`src/rtl/decode_queue.sv`:
```
// MIPS-subset decode stage with a FIFO of decoded entries feeding dispatch.
// Define DECODE_ILLEGAL_DROP_EN to consume illegal instructions instead of queueing them.
module decode_queue #(
  parameter int unsigned DATA_WIDTH  = 32,
  parameter int unsigned PC_WIDTH    = 32,
  parameter int unsigned QUEUE_DEPTH = 4,
  parameter int unsigned CNT_WIDTH   = 3
) (
  input  logic                  clock,
  input  logic                  reset,
  input  logic                  flush,
  input  logic                  in_valid,
  output logic                  in_ready,
  input  logic [31:0]           in_instr,
  input  logic [PC_WIDTH-1:0]   in_pc,
  output logic                  out_valid,
  input  logic                  out_ready,
  output logic [5:0]            out_op,
  output logic [4:0]            out_src1,
  output logic [4:0]            out_src2,
  output logic [4:0]            out_dest,
  output logic                  out_use_src1,
  output logic                  out_use_src2,
  output logic                  out_use_dest,
  output logic [DATA_WIDTH-1:0] out_imm,
  output logic                  out_illegal,
  output logic [31:0]           out_instr,
  output logic [PC_WIDTH-1:0]   out_pc,
  output logic [CNT_WIDTH-1:0]  out_count
);

  localparam int unsigned PTR_W = (QUEUE_DEPTH > 1) ? $clog2(QUEUE_DEPTH) : 1;
  localparam logic [PTR_W-1:0]     LAST_PTR = PTR_W'(QUEUE_DEPTH - 1);
  localparam logic [CNT_WIDTH-1:0] DEPTH_C  = CNT_WIDTH'(QUEUE_DEPTH);

  typedef enum logic [5:0] {
    OP_ADD = 6'd0, OP_ADDI = 6'd1, OP_SUB = 6'd2, OP_SLL = 6'd3, OP_SRL = 6'd4,
    OP_MUL = 6'd5, OP_LW = 6'd6, OP_SW = 6'd7, OP_BNE = 6'd8, OP_LI = 6'd9,
    OP_ILLEGAL = 6'd63
  } op_e;

  typedef struct packed {
    logic [5:0]            op;
    logic [4:0]            src1;
    logic [4:0]            src2;
    logic [4:0]            dest;
    logic                  use_src1;
    logic                  use_src2;
    logic                  use_dest;
    logic [DATA_WIDTH-1:0] imm;
    logic                  illegal;
    logic [31:0]           instr;
    logic [PC_WIDTH-1:0]   pc;
  } entry_t;

  entry_t                 dec;
  entry_t                 mem [QUEUE_DEPTH];
  logic [PTR_W-1:0]       rd_ptr, wr_ptr, disp_ptr;
  logic [PTR_W-1:0]       rd_nxt, wr_nxt, disp_nxt;
  logic [CNT_WIDTH-1:0]   count, cnt_nxt;
  logic                   push, enq, pop;
  logic [5:0]             opcode, funct;

  function automatic logic [PTR_W-1:0] ptr_inc(input logic [PTR_W-1:0] p);
    return (p == LAST_PTR) ? '0 : p + PTR_W'(1);
  endfunction

  always_comb begin
    dec       = '0;
    dec.instr = in_instr;
    dec.pc    = in_pc;
    opcode    = in_instr[31:26];
    funct     = in_instr[5:0];
    dec.op    = OP_ILLEGAL;
    dec.illegal = 1'b1;
    if ((opcode == 6'h00 && (funct == 6'h20 || funct == 6'h22)) ||
        (opcode == 6'h1C && funct == 6'h02)) begin
      dec.op      = (opcode == 6'h1C) ? OP_MUL : (funct == 6'h20) ? OP_ADD : OP_SUB;
      dec.illegal = 1'b0;
      dec.src1    = in_instr[25:21];
      dec.src2    = in_instr[20:16];
      dec.dest    = in_instr[15:11];
      dec.use_src1 = 1'b1;
      dec.use_src2 = 1'b1;
      dec.use_dest = 1'b1;
    end else if (opcode == 6'h00 && (funct == 6'h00 || funct == 6'h02)) begin
      dec.op      = (funct == 6'h00) ? OP_SLL : OP_SRL;
      dec.illegal = 1'b0;
      dec.src1    = in_instr[20:16];
      dec.dest    = in_instr[15:11];
      dec.imm     = DATA_WIDTH'(in_instr[10:6]);
      dec.use_src1 = 1'b1;
      dec.use_dest = 1'b1;
    end else if (opcode == 6'h08 || opcode == 6'h23) begin
      dec.op      = (opcode == 6'h08) ? OP_ADDI : OP_LW;
      dec.illegal = 1'b0;
      dec.dest    = in_instr[25:21];
      dec.src1    = in_instr[20:16];
      dec.imm     = DATA_WIDTH'($signed(in_instr[15:0]));
      dec.use_src1 = 1'b1;
      dec.use_dest = 1'b1;
    end else if (opcode == 6'h30) begin
      dec.op      = OP_LI;
      dec.illegal = 1'b0;
      dec.dest    = in_instr[25:21];
      dec.imm     = DATA_WIDTH'(in_instr[15:0]);
      dec.use_dest = 1'b1;
    end else if (opcode == 6'h2B || opcode == 6'h05) begin
      dec.op      = (opcode == 6'h2B) ? OP_SW : OP_BNE;
      dec.illegal = 1'b0;
      dec.src1    = in_instr[25:21];
      dec.src2    = in_instr[20:16];
      dec.imm     = DATA_WIDTH'($signed(in_instr[15:0]));
      dec.use_src1 = 1'b1;
      dec.use_src2 = 1'b1;
    end
  end

  assign out_valid = (count != '0);
  assign in_ready  = (count < DEPTH_C);
  assign push      = in_valid && in_ready && !flush;
  assign pop       = out_valid && out_ready && !flush;
`ifdef DECODE_ILLEGAL_DROP_EN
  assign enq       = push && !dec.illegal;
`else
  assign enq       = push;
`endif

  // disp_ptr only follows rd_ptr while entries exist, so outputs hold once drained
  always_comb begin
    rd_nxt   = rd_ptr;
    wr_nxt   = wr_ptr;
    cnt_nxt  = count;
    disp_nxt = disp_ptr;
    if (flush) begin
      rd_nxt  = '0;
      wr_nxt  = '0;
      cnt_nxt = '0;
    end else begin
      if (enq) wr_nxt = ptr_inc(wr_ptr);
      if (pop) rd_nxt = ptr_inc(rd_ptr);
      case ({enq, pop})
        2'b10:   cnt_nxt = count + CNT_WIDTH'(1);
        2'b01:   cnt_nxt = count - CNT_WIDTH'(1);
        default: cnt_nxt = count;
      endcase
    end
    if (cnt_nxt != '0) disp_nxt = rd_nxt;
  end

  always_ff @(posedge clock) begin
    if (reset) begin
      rd_ptr   <= '0;
      wr_ptr   <= '0;
      disp_ptr <= '0;
      count    <= '0;
      for (int unsigned i = 0; i < QUEUE_DEPTH; i++) mem[i] <= '0;
    end else begin
      rd_ptr   <= rd_nxt;
      wr_ptr   <= wr_nxt;
      disp_ptr <= disp_nxt;
      count    <= cnt_nxt;
      if (enq && !flush) mem[wr_ptr] <= dec;
    end
  end

  assign out_op       = mem[disp_ptr].op;
  assign out_src1     = mem[disp_ptr].src1;
  assign out_src2     = mem[disp_ptr].src2;
  assign out_dest     = mem[disp_ptr].dest;
  assign out_use_src1 = mem[disp_ptr].use_src1;
  assign out_use_src2 = mem[disp_ptr].use_src2;
  assign out_use_dest = mem[disp_ptr].use_dest;
  assign out_imm      = mem[disp_ptr].imm;
  assign out_illegal  = mem[disp_ptr].illegal;
  assign out_instr    = mem[disp_ptr].instr;
  assign out_pc       = mem[disp_ptr].pc;
  assign out_count    = count;

endmodule

```
`config.mk`:
```
export PLATFORM = sky130hd
export DESIGN_NAME = decode_queue
export DESIGN_NICKNAME = d
export VERILOG_FILES = /design/src/rtl/decode_queue.sv
export SDC_FILE = /design/constraint.sdc
export NUM_CORES = 1
export LEC_CHECK = 0
export ABC_AREA = 1
export CAP_MARGIN = 20
export CORE_UTILIZATION = 57
export CTS_BUF_LIST = sky130_fd_sc_hd__clkbuf_16
export DETAILED_ROUTE_END_ITERATION = 16
export GPL_ROUTABILITY_DRIVEN = 1
export PLACE_DENSITY = 0.91
export SETUP_SLACK_MARGIN = 0.15
export SYNTH_ARGS = -nofsm -noshare
export SYNTH_HDL_FRONTEND = slang
export SYNTH_SLANG_ARGS = --single-unit
```
`constraint.sdc`:
```
create_clock -name clock -period 11.8 [get_ports clock]
set_input_delay 2.36 -clock clock [delete_from_list [all_inputs] [get_ports clock]]
set_output_delay 2.36 -clock clock [all_outputs]
set_load 0.05 [all_outputs]
```
### Word-level counts from Yosys, hierarchy flattened

Memories as Yosys holds them, arrays and structs flattened. A register that Yosys moved wholly into a read port is not among the register bits.
Index checks and enable logic that the tools add are counted.

* logic and storage cells: 86
* memories: 1
* input bits: 69
* output and inout port bits: 126
* register bits after elaboration: 9
* bits in writable memories: 484

Memory list
* mem: depth 4, bits a word 121, read ports 1, clocked after memory_dff 1, wr ports 4, line 57 `entry_t mem [QUEUE_DEPTH];`

* reduce and logical (&&, ||, !) cells: 20
* eq/ne operators: 13
* muxes and demuxes: 43
* add/sub/neg operators: 4
* magnitude comparators: 1

Operators by type and width (number)
* $mux 121: 1
* $reduce_or 121->1: 1
* $mux 34: 2
* $mux 33: 2
* $mux 32: 1
* $eq 6x6->1 const B: 5
* $mux 24: 1
* $mux 11: 2
* $mux 2: 10
* $mux 6: 3
* $mux 16: 1
* $mux 5: 3
* $logic_not 6->1: 2
* $mux 3: 4
* $mux 1: 10
* $mux 10: 1
* $logic_and 1x1->1: 8
* $eq 2x2->1 const B: 3
* $eq 6x2->1 const B: 1
* $eq 6x3->1 const B: 1
* $eq 6x4->1 const B: 1
* $eq 6x5->1 const B: 1
* $pmux 3 s2: 1
* $reduce_bool 3->1: 2
* other kinds (9): 14

### Depth between registers and ports, before layout

* depth in word-level cells: 9
* gate-level depth with buffers: 15
* mapped depth without buffers: 15

### Worst setup path after synthesis

No wires, ideal clock.

* kind: input to register
* start point: input port in_valid
* end point: memory mem[3][0] (netlist name) (enable)
* data arrival time: 10261 ps
* path slack: 819 ps
* stages on the path: 4
* cell sequence: inv_1 nor2_1 nand2_1 o31ai_1

RTL lines
* from (decl): line 12 `input logic in_valid,`
* to (decl): line 57

==> results.cfg <==
[timing]
fin_crit_sh_pct = 54.5
min_period_ns = 6.43
tightest_slew_ns = 1.19
finalHoldViolations = 0
slew-limit-headroom_pct = 20.9
fmax_ghz = 0.156
setup_viol = 0
fin_ws_ns = 5.37
setup_tns_ns = 0
whs_ns = 0.520
rsz0062_at_grt = false
drv_slew = 0
clock_skew_ns = 0.0148

[yosys]
syn-num-nets = 1836
synth_fa_ha_area_share_pct = 0.306
avgSynthCellArea_sq_um = 10.7
synth_compound_area_share_pct = 10.4
synthCells = 1763
netlist.area_leader.share_pct = 66.5
synth_top_family_by_area = simple AND/OR/NAND/NOR gates
yosys.area_share.simple_pct = 15.8
syn_area_sq_mm = 0.0188
yosysUniqueCellTypes = 30
synth_area_leaders = edfxtp_1 66%, nor2_1 11%, o21ai_0 5.7%
ys_warn_count = 0
synth.area.mux_share_pct = 0
synth-xor-area-share_pct = 0
ys_ff_latch = 427
synth_seq_area_share_pct = 67.6
synth_top_area_cell = edfxtp_1

[route]
ant_nets = 0
drtPass1Iterations = 5
via_count = 14164
drc = 0
drt_iter0_drc = 1858
routed_wl_mm = 48.7
avgRoutedWirePerCell_microns = 20.6
via_per_inst = 5.99

[clock_tree]
cts_resized = 0
hold_buffers = 0
cts_buffer_depth = 3
clock-sinks = 427
cts_tree = yes
cts_setup_buffers = 0
cts_max_level = 2
cts_buffers = 43
root_buffer = clkbuf_16
insertion_delay_ns = 0.54
cts.reportedPaths.clkPinSlew_ns = 0.06

[floorplan]
coreArea_sq_mm = 0.0325
dieArea_sq_mm = 0.0337
num_rows = 66
start_util_pct = 57.9
die_w_microns = 184
die_h_microns = 184
ios = 195

[layout]
fin_cells = 2366
final_common_cell = nor2_1
fillers = 2204
final_cell_mix = 554 x nor2_1, 416 x edfxtp_1, 215 x o21ai_0
final_util_pct = 68.8
nets = 1962
syn2layout_area_growth_pct = 18.7
drive_gt1_share_pct = 7.23
fin_area_sq_mm = 0.0223

[global_routing]
antenna_found_initial = 1
grt_usage_pct = 29.0
grt_pass1_wl_mm = 74.5
gr-usage-met3_pct = 4.06
grt-ovfl-total = 0
grtUsageMet2_pct = 48.9
grt.met1_usage_pct = 36.4
grt_pass1_vias = 13882
grt_busiest_layer = met2
grt_max_degree = 118

[worst_setup_path]
cpMostUsedCell = buf_4
worstPathRequired_ns = 9.44
worstSetupStartpointType = flop
cpPeakStageDelay_ns = 0.88
cp_cell_sequence = buf_4, buf_4, buf_12, o21ai_0, o22ai_1, clkdlybuf4s50_1
worst_ep_arrival_time_ns = 4.07
endpoint_kind = output port
criticalPathCategory = flop to output port
worst-path-max-fanout = 95
regToRegSetupSlack_ns = 7.77
cpMaxStageDelayCell = clkdlybuf4s50_1

[placed_design]
portBuffers = 194
placedCellCount = 2282
dp_slack_ns = 5.04
globalplace.congestion = 0.849
placed_cell_area_sq_mm = 0.0208
hpwl_mm = 27.1

[power_and_ir_drop]
ir_drop_mv = 0.0942
p_leak_nw = 8.58
total_power_mw = 3.93
p_per_area_mw_per_mm2 = 176

[status]
run_status = completed

[worst_hold_path]
hp-class = flop to flop

[job]
maxCapViolCount = 0
-- critical path, delay by kind of cell, from the launching register on --
family,cells,cell delay (ns)
AO/OA/AOI/OAI,2,0.54
flip-flops,1,0.37
buffers and inverters,4,2.60
-- area by class of cell --
class / instances / area, sq um / share of cell area (%)
clock buffers: 45 / 1130 / 5.05
inverters: 119 / 454 / 2.04
repair buffers: 211 / 2120 / 9.51
diodes: 1 / 2.50 / 0.0112
multi-input cells: 1087 / 5050 / 22.6
clock inverters: 34 / 285 / 1.28
well taps: 442 / 553 / 2.48
flip-flops and latches: 427 / 12700 / 57.0
-- final timing paths --
check | endpoint | from | cells past startpoint
setup / recovery | out_op[5] | flop | 6
hold reg to reg | flop | disp_ptr[0] | 2
setup reg to reg | mem[2][22] | out_count[2] | 7
hold / removal | flop | disp_ptr[0] | 2
-- state kept, by name, summed over array words and instances (netlist names), named ones only --
name	cells
out_count	3
mem	416
wr_ptr	2
disp_ptr	2
rd_ptr	2
-- metal layers --
metal  share of wire, %  vias up
met3                 10      178
met4                5.5        0
li1                   -     6312
met1                 35     6770
met5                  0        -
met2                 49      904
-- synthesized netlist by cell type --
| cell | count |
|---|---|
| a21oi_1 | 34 |
| buf_2 | 44 |
| buf_4 | 23 |
| buf_6 | 2 |
| clkbuf_1 | 61 |
| clkinv_1 | 1 |
| dfxtp_1 | 11 |
| edfxtp_1 | 416 |
| fa_1 | 1 |
| ha_1 | 3 |
| inv_1 | 109 |
| inv_2 | 8 |
| inv_4 | 1 |
| nand2_1 | 75 |
| nand2_2 | 9 |
| nand2_4 | 2 |
| nand3_1 | 18 |
| nand3_2 | 1 |
| nand3_4 | 1 |
| nand4_1 | 2 |
| nor2_1 | 554 |
| nor2_2 | 9 |
| nor2_4 | 6 |
| nor3_1 | 33 |
| nor3_2 | 11 |
| o21ai_0 | 215 |
| o21ai_1 | 1 |
| o21bai_1 | 6 |
| o22ai_1 | 104 |
| o31ai_1 | 2 |
-- report_power, final --
group | total, mW | switching [mW] | internal (mW)
Combinational | 0.816 | 0.587 | 0.230
Sequential | 1.75 | 0.0191 | 1.73
Clock | 1.36 | 0.566 | 0.799
-- kinds of logic after synthesis --
| kind of cell | after synthesis |
|---|---|
| buffers and inverters | 249 |
| AO/OA/AOI/OAI | 362 |
| AND/OR/NAND/NOR | 721 |
| flip-flops | 427 |
| adder cells (fa/ha/maj) | 4 |
(Power assumes the default switching activity.)
